<file path="src/rtl/riscv_pkg.sv">
// Shared types and constants for the instruction fetch path: sequencer states,
// the opcodes the front end recognises, and default ROM/memory geometry.
package riscv_pkg;

  typedef enum logic [1:0] {
    ST_IDLE  = 2'd0,
    ST_FETCH = 2'd1,
    ST_EXEC  = 2'd2,
    ST_HALT  = 2'd3
  } state_e;

  localparam logic [6:0] OPCODE_NOP    = 7'b0000000;
  localparam logic [6:0] OPCODE_BRANCH = 7'b1100011;
  localparam logic [6:0] OPCODE_LOAD   = 7'b0000011;
  localparam logic [6:0] OPCODE_STORE  = 7'b0100011;

  localparam int DEFAULT_NUM_INST    = 17;
  localparam int DEFAULT_MEM_LATENCY = 2;

  localparam logic [15:0] INST_COUNT_MAX = 16'hFFFF;

  // Retired-instruction counter step that sticks at all-ones instead of wrapping.
  function automatic logic [15:0] sat_inc16(input logic [15:0] value);
    return (value == INST_COUNT_MAX) ? value : value + 16'd1;
  endfunction

endpackage

</file>
<file path="src/rtl/fetch_sequencer.sv">
// Fetch/execute sequencer: presents a PC to a fixed-latency instruction ROM,
// waits for the opcode, then retires, stalls, branches or halts on it.
module fetch_sequencer
  import riscv_pkg::*;
#(
  parameter int WIDTH       = 32,
  parameter int NUM_INST    = DEFAULT_NUM_INST,
  parameter int MEM_LATENCY = DEFAULT_MEM_LATENCY
) (
  input  logic             clk,
  input  logic             rst,
  input  logic             start,
  input  logic             stall,
  input  logic             branch_taken,
  input  logic [WIDTH-1:0] branch_target,
  input  logic [6:0]       opcode,
  output logic [WIDTH-1:0] pc,
  output logic             inst_valid,
  output logic             busy,
  output logic             halted,
  output logic [15:0]      inst_count,
  output logic [1:0]       o_dbg_state
);

  localparam int               CNT_W      = (MEM_LATENCY > 1) ? $clog2(MEM_LATENCY) : 1;
  localparam logic [CNT_W-1:0] LAT_LAST   = CNT_W'(MEM_LATENCY - 1);
  localparam logic [WIDTH-1:0] PC_STEP    = WIDTH'(4);
  localparam logic [WIDTH-1:0] PC_LIMIT   = WIDTH'(NUM_INST);
  localparam logic [WIDTH-1:0] ALIGN_MASK = ~(WIDTH'(3));

  state_e           r_state;
  state_e           w_state_nxt;
  logic [WIDTH-1:0] r_pc;
  logic [WIDTH-1:0] w_pc_nxt;
  logic [WIDTH-1:0] w_pc_redirect;
  logic [CNT_W-1:0] r_lat_cnt;
  logic [CNT_W-1:0] w_lat_cnt_nxt;
  logic [15:0]      r_inst_count;
  logic [15:0]      w_inst_count_nxt;
  logic             w_past_rom;

  // Candidate PC for the instruction after the one in EXEC; word aligned.
  assign w_pc_redirect = branch_taken ? (branch_target & ALIGN_MASK) : (r_pc + PC_STEP);
  assign w_past_rom    = ((w_pc_redirect >> 2) >= PC_LIMIT);

  always_comb begin
    w_state_nxt      = r_state;
    w_pc_nxt         = r_pc;
    w_lat_cnt_nxt    = r_lat_cnt;
    w_inst_count_nxt = r_inst_count;
    case (r_state)
      ST_IDLE: begin
        if (start) begin
          w_state_nxt   = ST_FETCH;
          w_pc_nxt      = '0;
          w_lat_cnt_nxt = '0;
        end
      end
      ST_FETCH: begin
        if (r_lat_cnt == LAT_LAST) begin
          w_state_nxt   = ST_EXEC;
          w_lat_cnt_nxt = '0;
        end else begin
          w_lat_cnt_nxt = r_lat_cnt + CNT_W'(1);
        end
      end
      ST_EXEC: begin
        // A NOP opcode terminates the program before stall or branch are looked at.
        if (opcode == OPCODE_NOP) begin
          w_state_nxt = ST_HALT;
        end else if (!stall) begin
          w_inst_count_nxt = sat_inc16(r_inst_count);
          if (w_past_rom) begin
            w_state_nxt = ST_HALT;
          end else begin
            w_state_nxt   = ST_FETCH;
            w_pc_nxt      = w_pc_redirect;
            w_lat_cnt_nxt = '0;
          end
        end
      end
      ST_HALT: begin
        if (start) begin
          w_state_nxt      = ST_FETCH;
          w_pc_nxt         = '0;
          w_lat_cnt_nxt    = '0;
          w_inst_count_nxt = '0;
        end
      end
      default: begin
        w_state_nxt = ST_IDLE;
      end
    endcase
  end

  always_ff @(posedge clk) begin
    if (!rst) begin
      r_state      <= ST_IDLE;
      r_pc         <= '0;
      r_lat_cnt    <= '0;
      r_inst_count <= '0;
    end else begin
      r_state      <= w_state_nxt;
      r_pc         <= w_pc_nxt;
      r_lat_cnt    <= w_lat_cnt_nxt;
      r_inst_count <= w_inst_count_nxt;
    end
  end

  assign pc          = r_pc;
  assign inst_count  = r_inst_count;
  assign inst_valid  = (r_state == ST_EXEC);
  assign busy        = (r_state == ST_FETCH) || (r_state == ST_EXEC);
  assign halted      = (r_state == ST_HALT);
  assign o_dbg_state = r_state;

endmodule

</file>
<file path="config.mk">
export PLATFORM = sky130hd
export DESIGN_NAME = fetch_sequencer
export DESIGN_NICKNAME = d
export VERILOG_FILES = /design/src/rtl/riscv_pkg.sv /design/src/rtl/fetch_sequencer.sv
export SDC_FILE = /design/constraint.sdc
export NUM_CORES = 1
export LEC_CHECK = 0
export ABC_AREA = 1
export CORE_AREA = 2 2 91 93
export CTS_CLUSTER_DIAMETER = 150
export DETAILED_ROUTE_END_ITERATION = 12
export DIE_AREA = 0 0 93 95
export PLACE_DENSITY = 0.89
export SLEW_MARGIN = 20
export SYNTH_ARGS = -nofsm -noshare
export SYNTH_HDL_FRONTEND = slang
export SYNTH_SLANG_ARGS = --single-unit
</file>
<file path="constraint.sdc">
create_clock -name clk -period 3.12 [get_ports clk]
set_clock_uncertainty 0.15 [all_clocks]
set_input_delay 0.78 -clock clk [delete_from_list [all_inputs] [get_ports clk]]
set_output_delay 0.78 -clock clk [all_outputs]
set_load 0.01 [all_outputs]
</file>
Word level (Yosys, flattened, before mapping)
Index checks and enable logic that the tools add are counted.

Flip-flop bits (word level): 51. Input port bits: 44. Logic and storage cells: 53.

$add $sub $neg: 3. $lt $le $gt $ge: 1. Eq/ne operators: 12. Multiplexer cells: 23. Reductions and logical operators: 10.

Operator list (count): two-way mux 32 bit (5); two-way mux 16 bit (4); one-hot mux 32 bit (2 select lines) (1); adder 32 x 3 -> 32 bit, second input constant (1); one-hot mux 16 bit (2 select lines) (1); >= comparator 30 x 5 -> 1 bit, second input constant (1); adder 16 x 1 -> 16 bit, second input constant (1); equality test 16 bit, second input constant (1); inequality test 2 bit, second input constant (6); two-way mux 2 bit (5); AND reduction 5 bit (2); zero test 7 bit (1); one-hot mux 2 bit (3 select lines) (1); two-way mux 1 bit (5); equality test 2 bit, second input constant (2); AND reduction 4 bit (1); nonzero test 2 bit (2); inequality test 3 x 2 -> 1 bit, second input constant (1); one-hot mux 1 bit (3 select lines) (1); AND reduction 3 bit (1); equality test 2 x 1 -> 1 bit, second input constant (1); zero test 2 bit (1); inequality test 2 x 1 -> 1 bit, second input constant (1); OR reduction 2 bit (1); other kinds (2) (2).

Longest topological paths before layout
Gate-level depths: netlist of the first run.

Depth after elaboration: 7. Mapped depth: 21. Depth with buffers taken out: 19.

Worst setup path after synthesis of the first run
Ideal clock, no wire load.

Path kind: input to register. Start point: in branch_taken. End point: reg r_pc[26], in the netlist pc[26]. Data arrival time: 2398 ps. Required time: 2857 ps. Path slack: 460 ps. Stages: 15. Path buffers: 5. Cell sequence: inv_1 -> buf_2 -> buf_2 -> buf_2 -> nand3_1 -> nand2_1 -> nand2_1 -> nor3_1 -> nand3_1 -> nand2_2 -> nand3_2 -> buf_6 -> buf_6 -> nor2_1 -> nor2_1.

Longest elaborated chain between the ends: 5. Elaborated cells between the ends (all ways): 8.

RTL lines: start: declaration (line fetch_sequencer.sv:14) `input logic branch_taken,`; two-way mux 32 bit * (line fetch_sequencer.sv:43) `assign w_pc_redirect = branch_taken ? (branch_target & ALIGN_MASK) : (r_pc + PC_STEP);`; branches (longest 4 deep; another with >= comparator 30 x 5 -> 1 bit); end signal: assignment (line fetch_sequencer.sv:104) `r_pc <= w_pc_nxt;`; end: declaration (line fetch_sequencer.sv:33) `logic [WIDTH-1:0] r_pc;`.

Mark *: on every way between the ends. The select of a mux whose other input is x is not followed. A chain may end at the register's enable or synchronous reset.

Final worst setup path of the first run
Start point: reg r_pc[2], in the netlist pc[2]. End point: reg r_pc[2], in the netlist pc[2].

Longest elaborated chain between the ends: 6. Elaborated cells between the ends (all ways): 9.

RTL lines (line): adder 32 x 3 -> 32 bit * (fetch_sequencer.sv:43); two-way mux 32 bit * (fetch_sequencer.sv:43); branches (longest 4 deep; another with >= comparator 30 x 5 -> 1 bit).

Marks and branches as above.

==> results of run 1 <==
==> routing by layer <==
layer  vias up  global-route usage (%)  wire length, um  share of wire [%]
li1       2411                       -                -                  -
met1      2238                    38.8             5510                 40
met2       333                    49.8             6280                 45
met3        65                    3.83             1450                 10
met4         0                    10.0              594                4.3
met5         -                       0                0                  0
==> power by group <==
| part | switching, mW | internal (mW) | total (mW) |
|---|---|---|---|
| sequential | 0.334 | 0.861 | 1.19 |
| combinational | 1.57 | 1.24 | 2.81 |
| clock | 0.250 | 0.160 | 0.410 |
| total | 2.15 | 2.26 | 4.42 |
==> metrics by stage <==
| stage | cell area [sq um] | utilization, % | instances | worst slack, ns |
|---|---|---|---|---|
| 5_1_grt | 5310 | 67.0 | 919 | -0.0236 |
| 4_1_cts | 5150 | 64.9 | 913 | 0.0989 |
| 6_report | 5310 | 67.0 | 919 | 0.131 |
| 3_3_place_gp | 5060 | 63.8 | 905 | -0.167 |
| 3_5_place_dp | 5060 | 63.8 | 905 | -0.211 |
| 2_1_floorplan | 3860 | - | 701 | 0.460 |
==> path summary, 6_finish.rpt <==
check	slack (ns)	start	to	depth (start not counted)
max	0.13	pc[2]	pc[2]	16
min	0.35	inst_count[4]	inst_count[4]	2
max reg2reg	0.13	pc[2]	pc[2]	16
min reg2reg	0.35	inst_count[4]	inst_count[4]	2
==> final cells by class <==
type / count / share of cell area, %
well taps: 105 / 2.47
multi-input cells: 529 / 45.6
repair buffers: 131 / 24.7
clock inverters: 3 / 0.401
flip-flops and latches: 49 / 18.6
clock buffers: 5 / 1.30
inverters: 97 / 6.86
==> cells by family (layout without fill, tap and decap cells) <==
| kind of cell | count (synthesis) | after routing |
|---|---|---|
| buffers and inverters | 123 | 236 |
| multiplexers | 1 | 1 |
| flip-flops | 49 | 49 |
| XOR/XNOR | 3 | 3 |
| AND/OR/NAND/NOR | 473 | 473 |
| other | 1 | 2 |
| AO/OA/AOI/OAI | 45 | 45 |
| adder cells (fa/ha/maj) | 5 | 5 |
==> sequential cells by signal (all words and copies together), names as in the netlist <==
register     flops
inst_count      16
o_dbg_state      2
r_lat_cnt        1
pc              30
==> worst reg2reg max path: cells and delay by family (launching register included) <==
kind | cells | cell delay (ns)
buf+inv | 2 | 0.30
fa+ha+maj | 1 | 0.22
mux | 1 | 0.18
simple gates | 11 | 1.54
compound gates | 1 | 0.15
flops | 1 | 0.39
==> cell usage in the layout (no fill, tap or decap), types with 2 or more instances in the layout <==
| cell | Yosys | final |
|---|---|---|
| a21oi_1 | 16 | 16 |
| a31oi_1 | 5 | 5 |
| buf_12 | 0 | 2 |
| buf_4 | 2 | 29 |
| buf_6 | 2 | 5 |
| clkbuf_16 | 0 | 3 |
| clkbuf_8 | 0 | 5 |
| clkdlybuf4s50_1 | 0 | 91 |
| clkinv_1 | 2 | 2 |
| conb_1 | 1 | 2 |
| dfxtp_1 | 49 | 45 |
| dfxtp_2 | 0 | 3 |
| ha_1 | 5 | 4 |
| inv_1 | 95 | 94 |
| nand2_1 | 230 | 229 |
| nand2_2 | 3 | 4 |
| nand3_1 | 63 | 62 |
| nand4_1 | 32 | 32 |
| nor2_1 | 108 | 105 |
| nor2_2 | 3 | 5 |
| nor2_4 | 3 | 4 |
| nor3_1 | 11 | 10 |
| nor4_1 | 2 | 2 |
| o21ai_0 | 19 | 19 |
| o21ai_1 | 2 | 2 |
| or2_2 | 16 | 16 |
| xor2_1 | 3 | 3 |
==> repair_timing <==
action,4_1_cts,5_1_grt
setup buffers,0,1
endpoints found under the setup margin,0,32
resized for setup,0,19
==> out/results.ini, run 1 <==
[placed_design]
gp_congestion = 0.935
portBuffers = 92
dp_hpwl_um = 9770

[timing]
max_freq_ghz = 0.335
fin_crit_ns = 2.99
whs_ns = 0.345
setup_tns_ns = 0
setup_viol = 0
final_max_slew_viol_count = 0
finalCritPeriodShare_pct = 95.8
max_slew.worst_pin.slew_ns = 0.574
relSlewSlack_pct = 61.7
hold_viol = 0

[layout]
area_growth_pct = 37.5
antenna_cells = 0
layout.area.seq_sq_um = 988
drive_above_1_share_pct = 10.6
nFillCells = 721
multi_input_area_sq_um = 2420
num-nets-final = 862

[synth]
synth_adder_area_share_pct = 1.62
synth.largest_area_cell = dfxtp_1
netlist_top_cells_count = 230 x nand2_1, 108 x nor2_1, 95 x inv_1
synth_area_sq_um = 3860
synth_top_family_by_area = simple AND/OR/NAND/NOR gates
synthXorXnorAreaFrac_pct = 0.681
synth-compound-area-share_pct = 6.22
async_flop_share_pct = 0
yosysWarnings = 0
synth_cell_types = 31
ys_ff_latch = 49
synth.yosys.seq_area_share_pct = 25.4
synth_simple_gate_area_share_pct = 52.9
avgSynthCellArea_sq_um = 5.51
syn-instance-count = 700
synthTopCellsByArea = dfxtp_1 25%, nand2_1 22%, nor2_1 11%
synthMuxAreaShare_pct = 0.259
ys.flop_type = dfxtp_1
yosysTopAreaCellShare_pct = 25.4
yosys.cell_count.top_type = nand2_1
synth_edf_count = 0

[route]
routed_wl_um = 13800
ant_nets = 0
vias = 5047
route.detailed.drc = 0
dr.pass1.iters = 5
wl_per_cell_um = 15.1
drt_iter0_drc = 468
viasPerCell = 5.49

[clocking]
h-tree-depth = 2
holdBufCountCts = 0
cts_buffers = 5
cts.path.max_buffers = 2
cts_tree = done
clkLatencyLatePin_ns = 0.32
clkTransAtPathRegs_ns = 0.10
cts-root-buf = clkbuf_8
clock_sinks = 49

[worst_setup_path]
crit_type = reg -> reg
critical_path.slowest_cell = dfxtp_2
cp_top_family = simple AND/OR/NAND/NOR gates
crit_buf_inv = 2
worst_setup_path_start_kind = flop
cp_common_cell = nand2_1
cp.arrival_ns = 3.08
critPathMaxStageDelay_ns = 0.39
cp_max_fo = 8
crit_path_end_kind = flop
crit_required_ns = 3.21
critical_path.cell_chain = ha_2 -> nand2_1 -> nor2_4 -> nand2_2 -> o21ai_1 -> nand2_1 -> mux2i_1 -> nand3_1 -> nor3_2 -> nand3_1 -> nand2_2 -> nand3_4 -> clkbuf_16 -> nand2_1 -> inv_1 -> nor2_2

[floorplanning]
dieArea_sq_um = 8840
core_sq_um = 7930
initial_core_util_pct = 48.7
dieWidth_um = 93
num_io_pins = 97
die_h_um = 95
rows = 33

[global_route]
grt_pass1_wl_um = 20900
grt_pass1_vias = 4532
antenna_found_initial = 0
track_usage_pct = 29.4
grt_max_degree = 40
gr-total-overflow = 0

[pwr]
design_power_total_mw = 4.42
power_leakage_nw = 2.39
powerDensity_nw_per_um2 = 832
vdd_ir_drop_max_mv = 1.01

[flow_run]
cap_viol_max_count = 0

[hold_path]
hp-class = reg -> reg

[status]
status = finished clean

Note: power is estimated with default switching activity, not from simulation.
==> run 2: changes to the inputs <==
CORE_AREA = 2 2 88 90   (was 2 2 91 93)
DIE_AREA = 0 0 90 92   (was 0 0 93 95)
PLACE_DENSITY = 0.94   (was 0.89)
clock period = 3.56 ns   (was 3.12 ns; I/O delays follow)
==> out/results.ini, run 2 (synthesis gave the netlist of run 1 again) <==
[status]
status = finished clean

[flow_run]
cap_viol_max_count = 0

[hold_path]
hp-start = inst_count[4]
hp-class = reg -> reg

[route]
viasPerCell = 5.39
drt_iter0_drc = 336
routed_wl_um = 12500
vias = 4793
wl_per_cell_um = 14.1
dr.pass1.iters = 5
route.detailed.drc = 0
ant_nets = 0

[worst_setup_path]
startpoint = branch_taken
cp.arrival_ns = 3.26
critical_path.cell_chain = clkdlybuf4s50_1 -> inv_1 -> buf_4 -> or2_2 -> nand2_1 -> nand2_1 -> nor2_1 -> nand2_1 -> nor2_1 -> nand2_1 -> nor2_1 -> nand3_1 -> nand2_2 -> nand3_2 -> buf_12 -> nand2_1 -> inv_1 -> nor2_1
critPathMaxStageDelay_ns = 0.47
cp_common_cell = nand2_1
worst_setup_path_start_kind = input pin
cp_max_fo = 32
crit_path_end_kind = flop
crit_type = in -> reg
critical_path.slowest_cell = clkdlybuf4s50_1
crit-reg2reg-launch = pc[3]
crit_required_ns = 3.67

[global_route]
track_usage_pct = 29.6
grt_pass1_wl_um = 20300
grt_max_degree = 43
grt_pass1_vias = 4468
gr-total-overflow = 0
antenna_found_initial = 0

[floorplanning]
num_io_pins = 97
initial_core_util_pct = 51.8
die_h_um = 92
dieWidth_um = 90
dieArea_sq_um = 8280
core_sq_um = 7450
rows = 32

[clocking]
cts.path.max_buffers = 2
cts_buffers = 5
h-tree-depth = 2
clkTransAtPathRegs_ns = 0.10
postCtsResizedCells = 0
clkLatencyLatePin_ns = 0.32
postCtsSetupBuffers = 0
clock_sinks = 49
cts_tree = done
holdBufCountCts = 0
cts-root-buf = clkbuf_8

[layout]
drive_above_1_share_pct = 5.97
antenna_cells = 0
largest_reg_flops = 30
final_core_util_pct = 67.0
mostFrequentLayoutCells = 230 x nand2_1, 108 x nor2_1, 95 x inv_1, 92 x clkdlybuf4s50_1, 63 x nand3_1
area_growth_pct = 29.2
nFillCells = 678
layout_commonest_cell = nand2_1
num-nets-final = 835

[timing]
hold_viol = 0
fin_crit_ns = 3.15
setup_viol = 0
max_freq_ghz = 0.317
rsz0062_at_grt = false
final_max_slew_viol_count = 0
setup_tns_ns = 0
finalCritPeriodShare_pct = 88.5

[placed_design]
gp_congestion = 0.956
portBuffers = 92
dp_hpwl_um = 9200

[pwr]
vdd_ir_drop_max_mv = 0.430
powerDensity_nw_per_um2 = 713
power_leakage_nw = 2.22

-- run 2: cell count changes in the layout (fill, tap and decap cells not counted), moves of 2 or more --
cell and delta:
clkinv_4 +2, buf_4 -19, nor2_1 +3, dfxtp_1 +4, buf_6 -5, clkbuf_16 -3
dfxtp_2 -3, nor2_2 -2
-- run 2: stage by stage --
step	setup slack, ns	hold slack [ns]	std cells	instance area (sq um)	total power [mW]
global route	0.208	0.359	889	4990	3.83
global placement	0.216	0.315	881	4900	3.06
detailed placement	0.122	0.322	881	4900	3.15
CTS	0.449	0.336	889	4990	3.51
floorplan	0.790	0.302	701	3860	2.29
finish	0.410	0.338	889	4990	3.56
-- run 2: layout make-up --
| class | count | area, sq um | area share [%] |
|---|---|---|---|
| tap | 102 | 128 | 2.56 |
| multi-input combinational | 529 | 2390 | 47.9 |
| sequential | 49 | 981 | 19.7 |
| timing repair buffer | 104 | 1040 | 20.8 |
| clock inverter | 3 | 22.5 | 0.452 |
| clock buffer | 5 | 68.8 | 1.38 |
| inverter | 97 | 364 | 7.30 |
-- run 2: worst paths after layout --
kind	end	slack, ns	depth (start not counted)
worst min register to register	inst_count[4]	0.34	2
worst max register to register	pc[30]	0.67	16
worst min-delay path	inst_count[4]	0.34	2
worst max-delay path	pc[30]	0.41	18
-- run 2: where the power goes --
group / internal [mW] / leakage (nW) / switching (mW) / total (mW)
Sequential: 0.747 / 0.402 / 0.286 / 1.03
Combinational: 0.910 / 1.77 / 1.25 / 2.16
Clock: 0.140 / 0.0481 / 0.223 / 0.363
-- run 2: worst max-delay path, delay by kind of cell --
kind                   cells  cell delay (ns)
buffers and inverters      5             0.95
AND/OR/NAND/NOR           13             1.40
-- run 2: metal layers --
metal  share of wire (%)  vias to the layer above  wire (um)  GRT usage (%)
met1                  42                     2156       5230           36.6
li1                    -                     2365          -              -
met2                  47                      236       5930           49.6
met3                 8.3                       36       1040           5.75
met4                 2.6                        0        328           14.5
met5                   0                        -          0              0
==> patch 1 (config.mk and constraints of run 1) <==
Make the reset (`rst`) asynchronous in one clocked block.
--- a/src/rtl/fetch_sequencer.sv
+++ b/src/rtl/fetch_sequencer.sv
@@ -95,3 +95,3 @@
 
-  always_ff @(posedge clk) begin
+  always_ff @(posedge clk or negedge rst) begin
     if (!rst) begin
Formal check against the unedited RTL: differs if rst is asserted again (counterexample within 4 cycles, from zero or initial values and one cycle with rst low); with rst held inactive, the same outputs for 10 cycles.
==> patch 1 against run 1 <==
  * Worst setup slack improved by 0.075 ns
  * Die area stayed put
  * Critical path type unchanged
  * Power down 3.8%
  * Cell count shrank 4.2%
  * First-iteration DRC count fell by 5.8%
  * Largest cell class unchanged
  * Synthesized area increased by 5.8%
  * Non-clock buffer count grew 1
  * Cell area is 3.6% higher
  * Sequential cell count is the same
  * Wire length down 2.3%
  * Synthesized cell count fell by 5.9%
  * Via count down 2.1%
  * Utilization up 2.4 points
==> patch 1: results (changes against run 1) <==
* Vias in the first global route at 4,828 (+6.5%)
* WL final at 13,500 um (-2.3%)
* Largest cells by area after synthesis: dfrtp_1 30%, nand2_1 21%, nor2_1 8.2%
* M3 GR Usage at 4.95% (+1.1 points)
* Gr usage total at 30.8% (+1.3 points)
* Hold_ws at 0.306 ns (-0.0390 ns)
* Global-route wire length before repair at 21,700 um (+3.8%)
* Status: finished clean
* Post-route non-filler standard cell count at 880 (-4.2%)
* Grt met1 use at 37.1% (-1.7 points)
* R2R Setup Slk at 0.21 ns (+0.07 ns)
* Leakage Power at 2.50 nW (+4.4%)
* GP Congestion at 1.04 (+11%)
* Met2 global-route usage at 53.9% (+4.1 points)
* Yosys cell types at 34 (+9.7%)
* Crit Reg-Reg Endpoint: pc[16]$_DFFE_PN0P_
* Place WS at -0.230 ns (-0.0196 ns)
* Int Power at 2.19 mW (-3.3%)
* Worst VDD drop at 952 uV (-6.2%)
* NumNets Final at 823 (-4.5%)
* Proportion of layout cells with a drive suffix above 1 at 12.3% (+1.7 points)
* Register area share after synthesis at 30.0% (+4.6 points)
* Min-delay worst type: in -> async
* Fill cells at 692 (-4.0%)
* Placed insts at 867 (-4.2%)
* DP Area at 0.00531 sq mm (+5.0%)
* DP HPWL at 9820 um (+0.48%)
## patch 1: cell families (layout without fill, tap and decap cells)
family / count (synthesis) / in the layout / synth area share (%)
compound gates: 49 / 49 / 6.62
xor+xnor: 7 / 7 / 1.50
fa+ha+maj: 5 / 5 / 1.53
buf+inv: 87 / 202 / 9.16
flops: 49 / 49 / 30.0
other cells: 1 / 2 / 0.0918
simple gates: 461 / 461 / 51.1
## patch 1: power by group through the flow
stage               Combinational [mW]  Clock (mW)  Sequential, mW
floorplan                         1.36           0            1.17
global placement                  2.34           0            1.16
detailed placement                2.42           0            1.16
CTS                               2.43       0.407            1.16
global route                      2.92       0.441            1.20
finish                            2.68       0.408            1.17
## patch 1: how the worst max path moves through the flow
| stage | startpoint | endpoint | depth (start not counted) |
|---|---|---|---|
| after detailed placement | branch_taken | pc[2]$_DFFE_PN0P_ | 18 |
| after global routing | pc[3]$_DFFE_PN0P_ | pc[6]$_DFFE_PN0P_ | 19 |
| after CTS | branch_taken | pc[14]$_DFFE_PN0P_ | 18 |
| after floorplan | branch_taken | pc[4]$_DFFE_PN0P_ | 14 |
| final | pc[3]$_DFFE_PN0P_ | pc[16]$_DFFE_PN0P_ | 19 |
| after global placement | branch_taken | pc[6]$_DFFE_PN0P_ | 18 |
## patch 1: layer usage
layer	vias to the layer above	wire length [um]	part of all wire, %
met4	0	594	4.4
met1	2307	5530	41
met3	56	972	7.2
li1	2351	-	-
met5	-	0	0
met2	226	6410	47
## patch 1: area by class of cell
cell class              instances  area, sq um  share of cell area (%)
repair buffers                132         1320                    24.0
clock inverters                 3         21.3                   0.387
well taps                     105          131                    2.39
multi-input cells             524         2500                    45.4
flip-flops and latches         49         1230                    22.3
inverters                      62          233                    4.23
clock buffers                   5         68.8                    1.25
==> patch 2 (config.mk and constraints of run 1) <==
Without the edit above. `WIDTH`: 32 -> 16.
--- a/src/rtl/fetch_sequencer.sv
+++ b/src/rtl/fetch_sequencer.sv
@@ -5,3 +5,3 @@
 #(
-  parameter int WIDTH       = 32,
+  parameter int WIDTH       = 16,
   parameter int NUM_INST    = DEFAULT_NUM_INST,
Interface: changed (resized branch_target and pc); port bits go from 97 to 65. The function was not compared with the original's and may differ.
==> patch 2 against run 1 <==
  * Wire length fell by 47%
  * Worst setup slack improved by 0.23 ns
  * Largest cell class unchanged
  * Utilization fell by 25 points
  * Sequential cell count fell by 16
  * Synthesized area fell by 37%
  * Count of clock-buffer cells in the layout did not move
  * Cell area fell by 38%
  * Maximum frequency rose by 8.2%
  * Power fell by 44%
  * Critical endpoint is now pc[10]$_SDFFE_PN0P_
  * Cell count fell by 36%
  * Highest routed layer unchanged
==> patch 2: results (changes against run 1) <==
* Xor/xnor share of the synthesized area at 4.67% (+4.0 points)
* Place WS at 0.0990 ns (+0.310 ns)
* Final Cycle Share at 88.5% (-7.3 points)
* Worst path slowest cell: clkdlybuf4s50_1
* Register area share after synthesis at 27.1% (+1.7 points)
* Hold_ws at 0.358 ns (+0.0131 ns)
* Clock-cell share of area at 4.04% (+2.3 points)
* CP startpoint: branch_taken
* Fill cells at 809 (+12%)
* Worst R2R Path Depth at 14 (-2)
* Post-Synth Adder-Cell Area at 2.57% (+0.95 points)
* Yosys warns at 0 (unchanged)
* Clock latency on the worst-skew pair at 0.30 ns (-0.02 ns)
* Buffer share of cell area at 20.9% (-3.9 points)
* Status: finished clean
* Worst hold start: r_lat_cnt$_SDFFE_PN0P_
* Vias in the first global route at 2,639 (-42%)
* CTS clk-pin slew, worst paths at 0.08 ns (-0.02 ns)
* Worst Hold Path EP: r_lat_cnt$_SDFFE_PN0P_
* Worst stage delay on the critical path at 0.49 ns (+0.10 ns)
* Synth cell count leaders: 135 x nand2_1, 64 x nor2_1, 37 x inv_1
* Root buffer cell: clkbuf_8
* GP Congestion at 0.916 (-2.1%)
* Routed via count at 2,899 (-43%)
* Worst VDD drop at 314 uV (-69%)
* Hold Path Depth at 2 (unchanged)
* Fraction of the mapped netlist area in compound gates at 7.50% (+1.3 points)
* R2R Setup Slk at 0.65 ns (+0.52 ns)
* Critical path class: in -> reg
* Proportion of layout cells with a drive suffix above 1 at 6.88% (-3.7 points)
* DR iter-0 viols at 210 (-55%)
* Clock Sinks at 33 (-33%)
* Number of port buffers at 60 (-35%)
* Largest cells by area after synthesis: dfxtp_1 27%, nand2_1 21%, nor2_1 9.9%
* N_diodes at 0 (unchanged)
* DP HPWL at 5420 um (-45%)
* Post-synthesis mux area share at 0% (-0.26 points)
* Comb_multi_in at 326 (-38%)
* Max FO, Critical Path at 17 (+9)
* Yosys cell types at 32 (+3.2%)
* Leakage Power at 1.36 nW (-43%)
* Non-CTS inverters at 41 (-58%)
* Crit path DAT at 2.80 ns (-0.28 ns)
* Global-route wire length before repair at 12,200 um (-42%)
* Worst r2r src: pc[3]$_SDFFE_PN0P_
* NumNets Final at 512 (-41%)
* Max reg flops at 16 (-47%)
* Largest net degree at the start of global routing at 18 (-55%)
* Signal buffers at 72 (-45%)
* WL final at 7390 um (-47%)
* Sequential share of cell area at 19.9% (+1.3 points)
* Fraction of area in multi-input gates at 46.5% (+0.92 points)
* Crit Reg-Reg Endpoint: pc[10]$_SDFFE_PN0P_
patch 2: per-stage QoR:
| step | util, % | instances | power (mW) | instance area, sq um |
|---|---|---|---|---|
| CTS | 41.8 | 585 | 2.46 | 3310 |
| floorplan | - | 415 | 1.45 | 2440 |
| finish | 41.8 | 585 | 2.46 | 3310 |
| global placement | 40.1 | 577 | 1.91 | 3180 |
| detailed placement | 40.1 | 577 | 1.94 | 3180 |
| global route | 41.8 | 585 | 2.65 | 3310 |
patch 2: where the power goes:
group | leakage, nW | switching (mW) | internal (mW) | total [mW]
Combinational | 1.02 | 0.736 | 0.556 | 1.29
Sequential | 0.269 | 0.146 | 0.532 | 0.677
Clock | 0.0681 | 0.175 | 0.318 | 0.492
Total | 1.36 | 1.06 | 1.40 | 2.46
patch 2: routing by layer:
metal	GRT usage, %	routed length (um)	vias to the layer above	part of all wire (%)
li1	-	-	1437	-
met1	21.8	2990	1300	41
met2	29.0	3510	146	47
met3	4.07	746	16	10
met4	5.39	142	0	1.9
met5	0	0	-	0
